**src/rtl/card_shoe.sv**
```systemverilog
// Shuffled 52-card shoe: Fisher-Yates shuffle driven by a free-running
// Galois LFSR, then in-order dealing with low-shoe and empty-shoe reshuffles.
module card_shoe #(
  parameter logic [15:0] SEED         = 16'hACE1,
  parameter int unsigned RESHUFFLE_AT = 15
) (
  input  logic       i_clk,
  input  logic       i_reset,
  input  logic       i_draw,
  input  logic       i_newRound,
  output logic       o_cardValid,
  output logic [3:0] o_cardRank,
  output logic [1:0] o_cardSuit,
  output logic       o_ready,
  output logic [5:0] o_cardsLeft
);

  localparam int unsigned DECK_SIZE = 52;
  localparam int unsigned ID_W      = 6;
  localparam int unsigned LFSR_W    = 16;
  localparam logic [LFSR_W-1:0] TAPS     = 16'hB400;
  localparam logic [LFSR_W-1:0] SEED_EFF = (SEED == 16'h0000) ? 16'hACE1 : SEED;
  localparam logic [ID_W-1:0]   TOP_IDX  = 6'(DECK_SIZE - 1);
  localparam logic [ID_W-1:0]   FULL     = 6'(DECK_SIZE);

  typedef enum logic {
    SHUFFLE,
    READY
  } state_t;

  state_t state, state_next;

  logic [LFSR_W-1:0] lfsr;
  logic [ID_W-1:0]   deck [DECK_SIZE];
  logic [ID_W-1:0]   idx;
  logic [ID_W-1:0]   ptr;
  logic              pending;

  logic [ID_W-1:0]   j_c;
  logic              accept_c;
  logic              last_swap_c;
  logic              serve_c;
  logic              deal_c;
  logic              set_pending_c;
  logic [ID_W-1:0]   card_c;
  logic [ID_W-1:0]   rem_c;
  logic [3:0]        rank_c;
  logic [1:0]        suit_c;

  // Smallest 2^k-1 covering i, so j is uniform over [0, mask] before rejection.
  function automatic logic [ID_W-1:0] mask_of(input logic [ID_W-1:0] i);
    if (i > 6'd31)      return 6'd63;
    else if (i > 6'd15) return 6'd31;
    else if (i > 6'd7)  return 6'd15;
    else if (i > 6'd3)  return 6'd7;
    else if (i > 6'd1)  return 6'd3;
    else                return 6'd1;
  endfunction

  // Card ID decode: suit = id/13, rank = id%13 + 1 via compare/subtract.
  always_comb begin
    card_c = deck[ptr];
    suit_c = 2'd0;
    rem_c  = card_c;
    if (card_c >= 6'd39) begin
      suit_c = 2'd3;
      rem_c  = card_c - 6'd39;
    end else if (card_c >= 6'd26) begin
      suit_c = 2'd2;
      rem_c  = card_c - 6'd26;
    end else if (card_c >= 6'd13) begin
      suit_c = 2'd1;
      rem_c  = card_c - 6'd13;
    end
    rank_c = 4'(rem_c) + 4'd1;
  end

  always_ff @(posedge i_clk or posedge i_reset) begin
    if (i_reset) state <= SHUFFLE;
    else         state <= state_next;
  end

  always_comb begin
    state_next    = state;
    j_c           = lfsr[ID_W-1:0] & mask_of(idx);
    accept_c      = 1'b0;
    last_swap_c   = 1'b0;
    serve_c       = 1'b0;
    deal_c        = 1'b0;
    set_pending_c = 1'b0;
    case (state)
      SHUFFLE: begin
        set_pending_c = i_draw;
        accept_c      = (j_c <= idx);
        if (accept_c && idx == 6'd1) begin
          last_swap_c = 1'b1;
          state_next  = READY;
        end
      end
      READY: begin
        // A pending request from the shuffle is served as if drawn now.
        serve_c = i_draw | pending;
        if (serve_c && o_cardsLeft != 6'd0) begin
          deal_c = 1'b1;
        end else if (serve_c) begin
          set_pending_c = 1'b1;
          state_next    = SHUFFLE;
        end else if (i_newRound && o_cardsLeft < 6'(RESHUFFLE_AT)) begin
          state_next = SHUFFLE;
        end
      end
    endcase
  end

  always_ff @(posedge i_clk or posedge i_reset) begin
    if (i_reset) begin
      lfsr        <= SEED_EFF;
      idx         <= TOP_IDX;
      ptr         <= '0;
      pending     <= 1'b0;
      o_cardValid <= 1'b0;
      o_cardRank  <= '0;
      o_cardSuit  <= '0;
      o_ready     <= 1'b0;
      o_cardsLeft <= '0;
      for (int unsigned k = 0; k < DECK_SIZE; k++) deck[k] <= 6'(k);
    end else begin
      lfsr        <= {1'b0, lfsr[LFSR_W-1:1]} ^ (lfsr[0] ? TAPS : '0);
      o_cardValid <= deal_c;
      o_ready     <= (state_next == READY);

      if (set_pending_c)  pending <= 1'b1;
      else if (deal_c)    pending <= 1'b0;

      // In-place swap of deck[idx] and deck[j]; j == idx degenerates to a hold.
      if (accept_c) begin
        for (int unsigned k = 0; k < DECK_SIZE; k++) begin
          if (6'(k) == idx)      deck[k] <= deck[j_c];
          else if (6'(k) == j_c) deck[k] <= deck[idx];
        end
        idx <= last_swap_c ? TOP_IDX : idx - 6'd1;
      end

      if (last_swap_c) begin
        ptr         <= '0;
        o_cardsLeft <= FULL;
      end

      if (deal_c) begin
        o_cardRank  <= rank_c;
        o_cardSuit  <= suit_c;
        ptr         <= ptr + 6'd1;
        o_cardsLeft <= o_cardsLeft - 6'd1;
      end
    end
  end

endmodule

```
**config.mk**
```make
export PLATFORM = sky130hd
export DESIGN_NAME = card_shoe
export DESIGN_NICKNAME = d
export VERILOG_FILES = /design/src/rtl/card_shoe.sv
export SDC_FILE = /design/constraint.sdc
export NUM_CORES = 2
export LEC_CHECK = 0
export BUFFER_PORTS_ARGS = -buffer_cell sky130_fd_sc_hd__buf_2
export CORE_MARGIN = 2
export CORE_UTILIZATION = 35
export CTS_BUF_LIST = sky130_fd_sc_hd__clkbuf_8
export DETAILED_ROUTE_END_ITERATION = 8
export PLACE_DENSITY = 0.52
export SETUP_SLACK_MARGIN = 0.2
export SLEW_MARGIN = 10
export SYNTH_ARGS = -nofsm -noshare
export SYNTH_HDL_FRONTEND = slang
export SYNTH_SLANG_ARGS = --single-unit
```
**constraint.sdc**
```tcl
create_clock -name i_clk -period 12.68 [get_ports i_clk]
set_clock_uncertainty 0.1 [all_clocks]
set_input_delay 1.902 -clock i_clk [delete_from_list [all_inputs] [get_ports i_clk]]
set_output_delay 1.902 -clock i_clk [all_outputs]
set_load 0.02 [all_outputs]
```
=== Word-level counts from Yosys, hierarchy flattened ===
Index checks and enable logic that the tools add are counted.

* Logic and storage cells: 447
* Bits of input ports: 4
* Flip-flop bits (word level): 355
* Output and inout bits: 14

* Bitwise operators: 7
* Magnitude comparators: 13
* Eq/ne operators: 103
* Reductions and logical operators: 112
* Muxes and demuxes: 144
* Add/subtract/negate cells: 7

{| class="wikitable"
|+ Operators by type and width
! cell !! count
|-
| $mux W6 || 116
|-
| $eq A6 B6 Y1 const A || 40
|-
| $eq A5 B6 Y1 const A || 32
|-
| $bmux W6 S6 || 3
|-
| $reduce_bool A2 Y1 || 54
|-
| $reduce_and A2 Y1 || 52
|-
| $eq A4 B6 Y1 const A || 16
|-
| $eq A3 B6 Y1 const A || 8
|-
| $eq A2 B6 Y1 const A || 4
|-
| $ge A7 B7 Y1 const B || 3
|-
| $not A6 Y7 || 3
|-
| $mux W16 || 1
|-
| $mux W4 || 4
|-
| $xor A15 B16 Y16 || 1
|-
| $mux W1 || 13
|-
| $eq A1 B6 Y1 const A || 2
|-
| $logic_not A6 Y1 || 2
|-
| $sub A6 B1 Y6 const B || 2
|-
| $sub A4 B4 Y4 const B || 2
|-
| $add A6 B1 Y6 const B || 1
|-
| $and A6 B6 Y6 || 1
|-
| $eq A6 B1 Y1 const B || 1
|-
| $ge A6 B4 Y1 const B || 1
|-
| $ge A6 B5 Y1 const B || 1
|-
| other kinds (18) || 23
|}

=== Depth between registers and ports, before layout ===
* Word-level depth: 13
* Gate-level depth with buffers: 23
* Mapped depth without buffers: 16

=== Worst setup path after synthesis ===
No wires, ideal clock.

* Kind: register to register
* Start point: register idx[0]
* End point: register deck[100] (netlist name)
* Slack: 7.371 ns
* Required time: 12.455 ns
* Library setup time: 0.125 ns
* Period minus slack after synthesis: 5.309 ns
* Stages on the path, launching flop included: 23
* Buffers on the path: 7
* Data arrival time: 5.084 ns
* Cells stage by stage: dfstp_2 > clkbuf_1 > clkbuf_1 > buf_1 > inv_1 > ha_1 > nor2_1 > o31ai_4 > inv_4 > buf_6 > buf_6 > buf_2 > ha_1 > nor2b_1 > o21a_1 > o21a_1 > o21ai_0 > nand2b_1 > a21oi_1 > o21ai_1 > clkbuf_1 > a21oi_1 > mux2_2

* Cells in the longest elaborated chain, start to end: 12
* Elaborated cells on any way between the ends: 27
* Those cells by class: order compare (6); eq/ne (2); mux (14); bitwise (3); reduce/logical (2)

{| class="wikitable"
|+ RTL lines
! item !! line !! source
|-
| from (decl) || 35 || <nowiki>logic [ID_W-1:0] idx;</nowiki>
|-
| from (signal assigned) || 141 || <nowiki>idx <= last_swap_c ? TOP_IDX : idx - 6'd1;</nowiki>
|-
| $gt A6 B1 Y1 || 56 || <nowiki>else if (i > 6'd1) return 6'd3;</nowiki>
|-
| $mux W2 || 56 ||
|-
| $mux W3 || 55 || <nowiki>else if (i > 6'd3) return 6'd7;</nowiki>
|-
| $mux W4 || 54 || <nowiki>else if (i > 6'd7) return 6'd15;</nowiki>
|-
| $mux W5 || 53 || <nowiki>else if (i > 6'd15) return 6'd31;</nowiki>
|-
| $mux W6 || 52 || <nowiki>if (i > 6'd31) return 6'd63;</nowiki>
|-
| $and A6 B6 Y6 || 85 || <nowiki>j_c = lfsr[ID_W-1:0] & mask_of(idx);</nowiki>
|-
| $not A6 Y7 (not written as such) || 138 || <nowiki>if (6'(k) == idx) deck[k] <= deck[j_c];</nowiki>
|-
| $bmux W6 S6 || 138 ||
|-
| $mux W6 (not written as such) (2 in series) || 138 ||
|-
| $mux W6 || 138 ||
|-
| to (signal, indexed assignment) || 138 ||
|-
| to (signal, indexed assignment) || 139 || <nowiki>else if (6'(k) == j_c) deck[k] <= deck[idx];</nowiki>
|-
| to (decl) || 34 || <nowiki>logic [ID_W-1:0] deck [DECK_SIZE];</nowiki>
|}

Several ways; a longest one is shown, not always the timed one. The select of a mux whose other input is x is not followed.
A chain may end at the register's enable or synchronous reset.

=== Worst setup path after layout ===
* Start point: register idx[0]
* End point: register deck[297] (netlist name)

Same word-level chain as after synthesis.

==> impl_summary.txt <==
----------------------------------------------------
[Outcome]
  Outcome ... complete, no violations

[STA]
  Worst slew pin tran ... 1.206 ns
  Final critical-path share of the clock period ... 51.05%
  Min cycle time layout ... 6.473 ns
  Total negative setup slack ... 0 ns
  Relative slew slack ... 18.87%
  Max-slew violations ... 0
  Setup-failing EPs final ... 0
  Final setup slack of the worst path ... 6.207 ns
  Total count of hold-check failures in the final report ... 0
  Setup repair after global routing missed its margin ... no
  Max Freq ... 0.1545 GHz

[Power]
  Overall power after layout ... 4.173 mW
  Areal power density over the cells ... 148.4 nW/µm²
  Static leakage ... 11.12 nW
  Maximum ir drop on the vdd rail ... 0.0001379 V

[Global routing]
  Wire length of the first global-routing pass ... 146000 µm
  Number of global-route vias before repair ... 20438
  Number of antenna violations at the first check in global routing ... 1
  GRT overflow ... 0
  Overall fraction of global-route tracks in use ... 25.76%
  Maximum number of pins on one net before global-route repair ... 91

[Floorplanning]
  Width of the die ... 276.3 µm
  FP Rows ... 99
  Area of the die ... 76360 µm²
  Core ar. ... 73210 µm²
  Io pins ... 18
  Die span in y ... 276.3 µm
  Effective utilization at floorplan ... 35.46%

[Clock network]
  Hold buffers post-CTS ... 0
  Clock root cell ... clkbuf_8
  Clock Tree Buf Depth ... 3
  Number of gates resized after CTS ... 0
  Clock Pin Slew Worst Setup and Hold Paths ... 0.06 ns
  Number of levels in the clock H-tree ... 3
  Number of clock sinks ... 355
  Setup repair bufs after CTS ... 0
  Number of CTS-inserted buffers ... 71
  TritonCTS clock tree ... yes
  Clk Latency, worst-skew pair ... 0.69 ns

[Worst setup path]
  Critical-path top delay cell ... ha_1
  Capture instance of the worst register-to-register path ... deck[297]
  CP max stage delay ... 1.08 ns
  Reg-to-reg setup timing slack ... 6.21 ns
  Critical Path, Cell by Cell ... ha_1, nor2_1, o31ai_4, buf_4, mux4_1, mux2_2, o211ai_1, and3_4, o21ai_0, mux2_2
  Crit path buf inv count ... 1
  Worst Reg2Reg Path Length in Cells ... 10
  Setup Crit Path Kind ... flip-flop to flip-flop
  Worst setup path startpoint ... idx[0]
  Reg-to-Reg Start ... idx[0]
  Top fanout value on the critical path ... 52
  Crit-path most repeated cell ... mux2_2
  Crit start category ... flip-flop
  Critical path required time ... 13.14 ns
  Critical Path End ... deck[297]
  Largest delay share family, worst path ... multiplexers
  Stages on worst setup path ... 10
  Signal arrival time at the worst endpoint ... 6.94 ns
  Sort of element at the end of the critical path ... flip-flop

[Finish]
  Proportion of layout cells with a drive suffix above 1 ... 37.77%
  Area growth from synthesis to layout ... 8.348%
  Number of non-filler instances in the completed layout ... 3348
  Filler cell count in the final layout ... 7040
  Final Util ... 38.42%
  Total number of nets in the final design ... 2358

[Synth]
  Flop and latch count out of synthesis ... 355
  Dominant register cell in the synthesized netlist ... dfrtp_1
  Synth async-reset ratio ... 100.0%
  Area share of xor/xnor cells in the synthesized design ... 0.2362%
  Avg Inst Size Synth ... 10.68 µm²
  Dominant combinational cell family by area after synthesis ... multiplexers
  Post-synth cell types ... 80
  Register area share after synthesis ... 34.95%
  Share of the synthesized area in compound gates (AO/OA/AOI/OAI) ... 10.92%
  Netlist area before placement ... 25960 µm²
  Synthesized Nets ... 2459
  Biggest area contributors in the synthesized netlist ... dfrtp_1 (20%), mux4_2 (19%), dfstp_2 (15%), mux2_2 (14%), nand2_1 (6.4%)
  Simple-gate share of the synthesized area ... 10.83%
  Mux cell area share after synthesis ... 37.10%
  Number of instances in the synthesized netlist ... 2431
  Cell accounting for the most synthesized area ... dfrtp_1
  Number of warnings reported in the yosys synthesis log ... 0
  Post-Synth Adder-Cell Area ... 1.157%
  Post-synth EDFFs ... 0
  Top cell type's share of synthesized area ... 19.57%
  Top-count cell post-synth ... nand2_1
  Synth top cells by count ... nand2_1 (444), mux2_2 (326), mux4_2 (220), dfrtp_1 (203), o21ai_0 (193)

[Place]
  Dpl hpwl ... 66270 µm
  Placed insts ... 3216
  Worst setup timing slack at the placement stage ... 6.287 ns
  Total of buffers placed on input and output ports ... 17
  GP Congestion ... 0.9846

[Worst hold path]
  Min-delay src ... lfsr[8]
  Path type of the worst min-delay path ... flip-flop to flip-flop

[Route]
  Average routed wire per standard cell ... 29.78 µm
  Initial detailed-routing violation count ... 2699
  Number of vias per cell ... 6.327
  Count of vias placed by the detailed router ... 21184
  Count of nets left with antenna violations after detail routing ... 0
  Number of optimization iterations in the first detailed-route pass ... 8
  Total wire length ... 99710 µm
  DRC viols ... 0

[Flow run]
  Max-cap violations ... 0

----------------------------------------------------
## state kept, by name, summed over array words and instances (netlist names)
name	count
o_cardValid	1
o_cardSuit	2
deck	312
o_ready	1
pending	1
o_cardRank	4
o_cardsLeft	6
lfsr	16
ptr	6
idx	6
## worst register-to-register path, delay by kind of cell, from the launching register on
family	cells	cell delay, ns
compound gates	3	1.08
flops	1	1.06
buf+inv	1	0.69
fa+ha+maj	1	1.09
mux	3	1.29
simple gates	2	1.06
## through the flow
stage | hold slack (ns) | cell area (µm²)
4_1_cts | 0.2548 | 28120
6_report | 0.2514 | 28130
3_3_place_gp | 0.2365 | 26560
2_1_floorplan | 0.2312 | 25960
5_1_grt | 0.2527 | 28130
3_5_place_dp | 0.2363 | 26560
## how the worst min path moves through the flow
| stage | slack, ns | cells past startpoint | endpoint |
|---|---|---|---|
| global route | 0.25 | 0 | lfsr[7] |
| finish | 0.25 | 0 | lfsr[7] |
| CTS | 0.25 | 0 | lfsr[7] |
| floorplan | 0.23 | 0 | lfsr[8] |
| global placement | 0.24 | 0 | lfsr[11] |
| detailed placement | 0.24 | 0 | lfsr[8] |
## metal layers
metal | global-route usage [%] | vias to the layer above | wire (µm)
met4 | 10.59 | 0 | 4496
met1 | 34.88 | 10797 | 40080
met5 | 0 | - | 0
li1 | - | 8846 | -
met3 | 5.636 | 246 | 9818
met2 | 40.00 | 1295 | 45310
## layout by cell type (no fill, tap or decap), drive strengths merged, types with 10 or more instances in the layout
cell type	n
a21oi	117
clkbuf	89
and3	11
nor2b	12
nand2	444
mux4	237
dfrtp	203
buf	56
a22oi	20
ha	24
dfstp	152
o21ai	285
nor2	98
mux2i	56
inv	51
nand3	45
a31oi	11
nor3	16
mux2	326
o211ai	10
## kinds of logic after synthesis
logic type                 count (synthesis)
xor gates and xnor gates                   7
DFF                                      355
adders and majority gates                 24
buffers and inverters                    257
and+or+nand+nor                          671
muxes                                    619
AOI/OAI and AO/OA                        498
## where the power goes
group          switching, mW  internal, mW
registers              0.216          1.22
logic                  0.913         0.514
clock network          0.555         0.754
## layout make-up
| class | instances | area, µm² | share of cell area, % |
|---|---|---|---|
| Antenna cell | 1 | 2.502 | 0.008897 |
| Sequential cell | 355 | 9096 | 32.34 |
| Clock buffer | 89 | 1225 | 4.355 |
| Multi-Input combinational cell | 1819 | 15770 | 56.08 |
| Tap cell | 959 | 1200 | 4.266 |
| Clock inverter | 42 | 339.1 | 1.206 |
| Timing Repair Buffer | 56 | 377.9 | 1.343 |
| Inverter | 27 | 111.4 | 0.3959 |
Note: power is estimated with default switching activity, not from simulation.
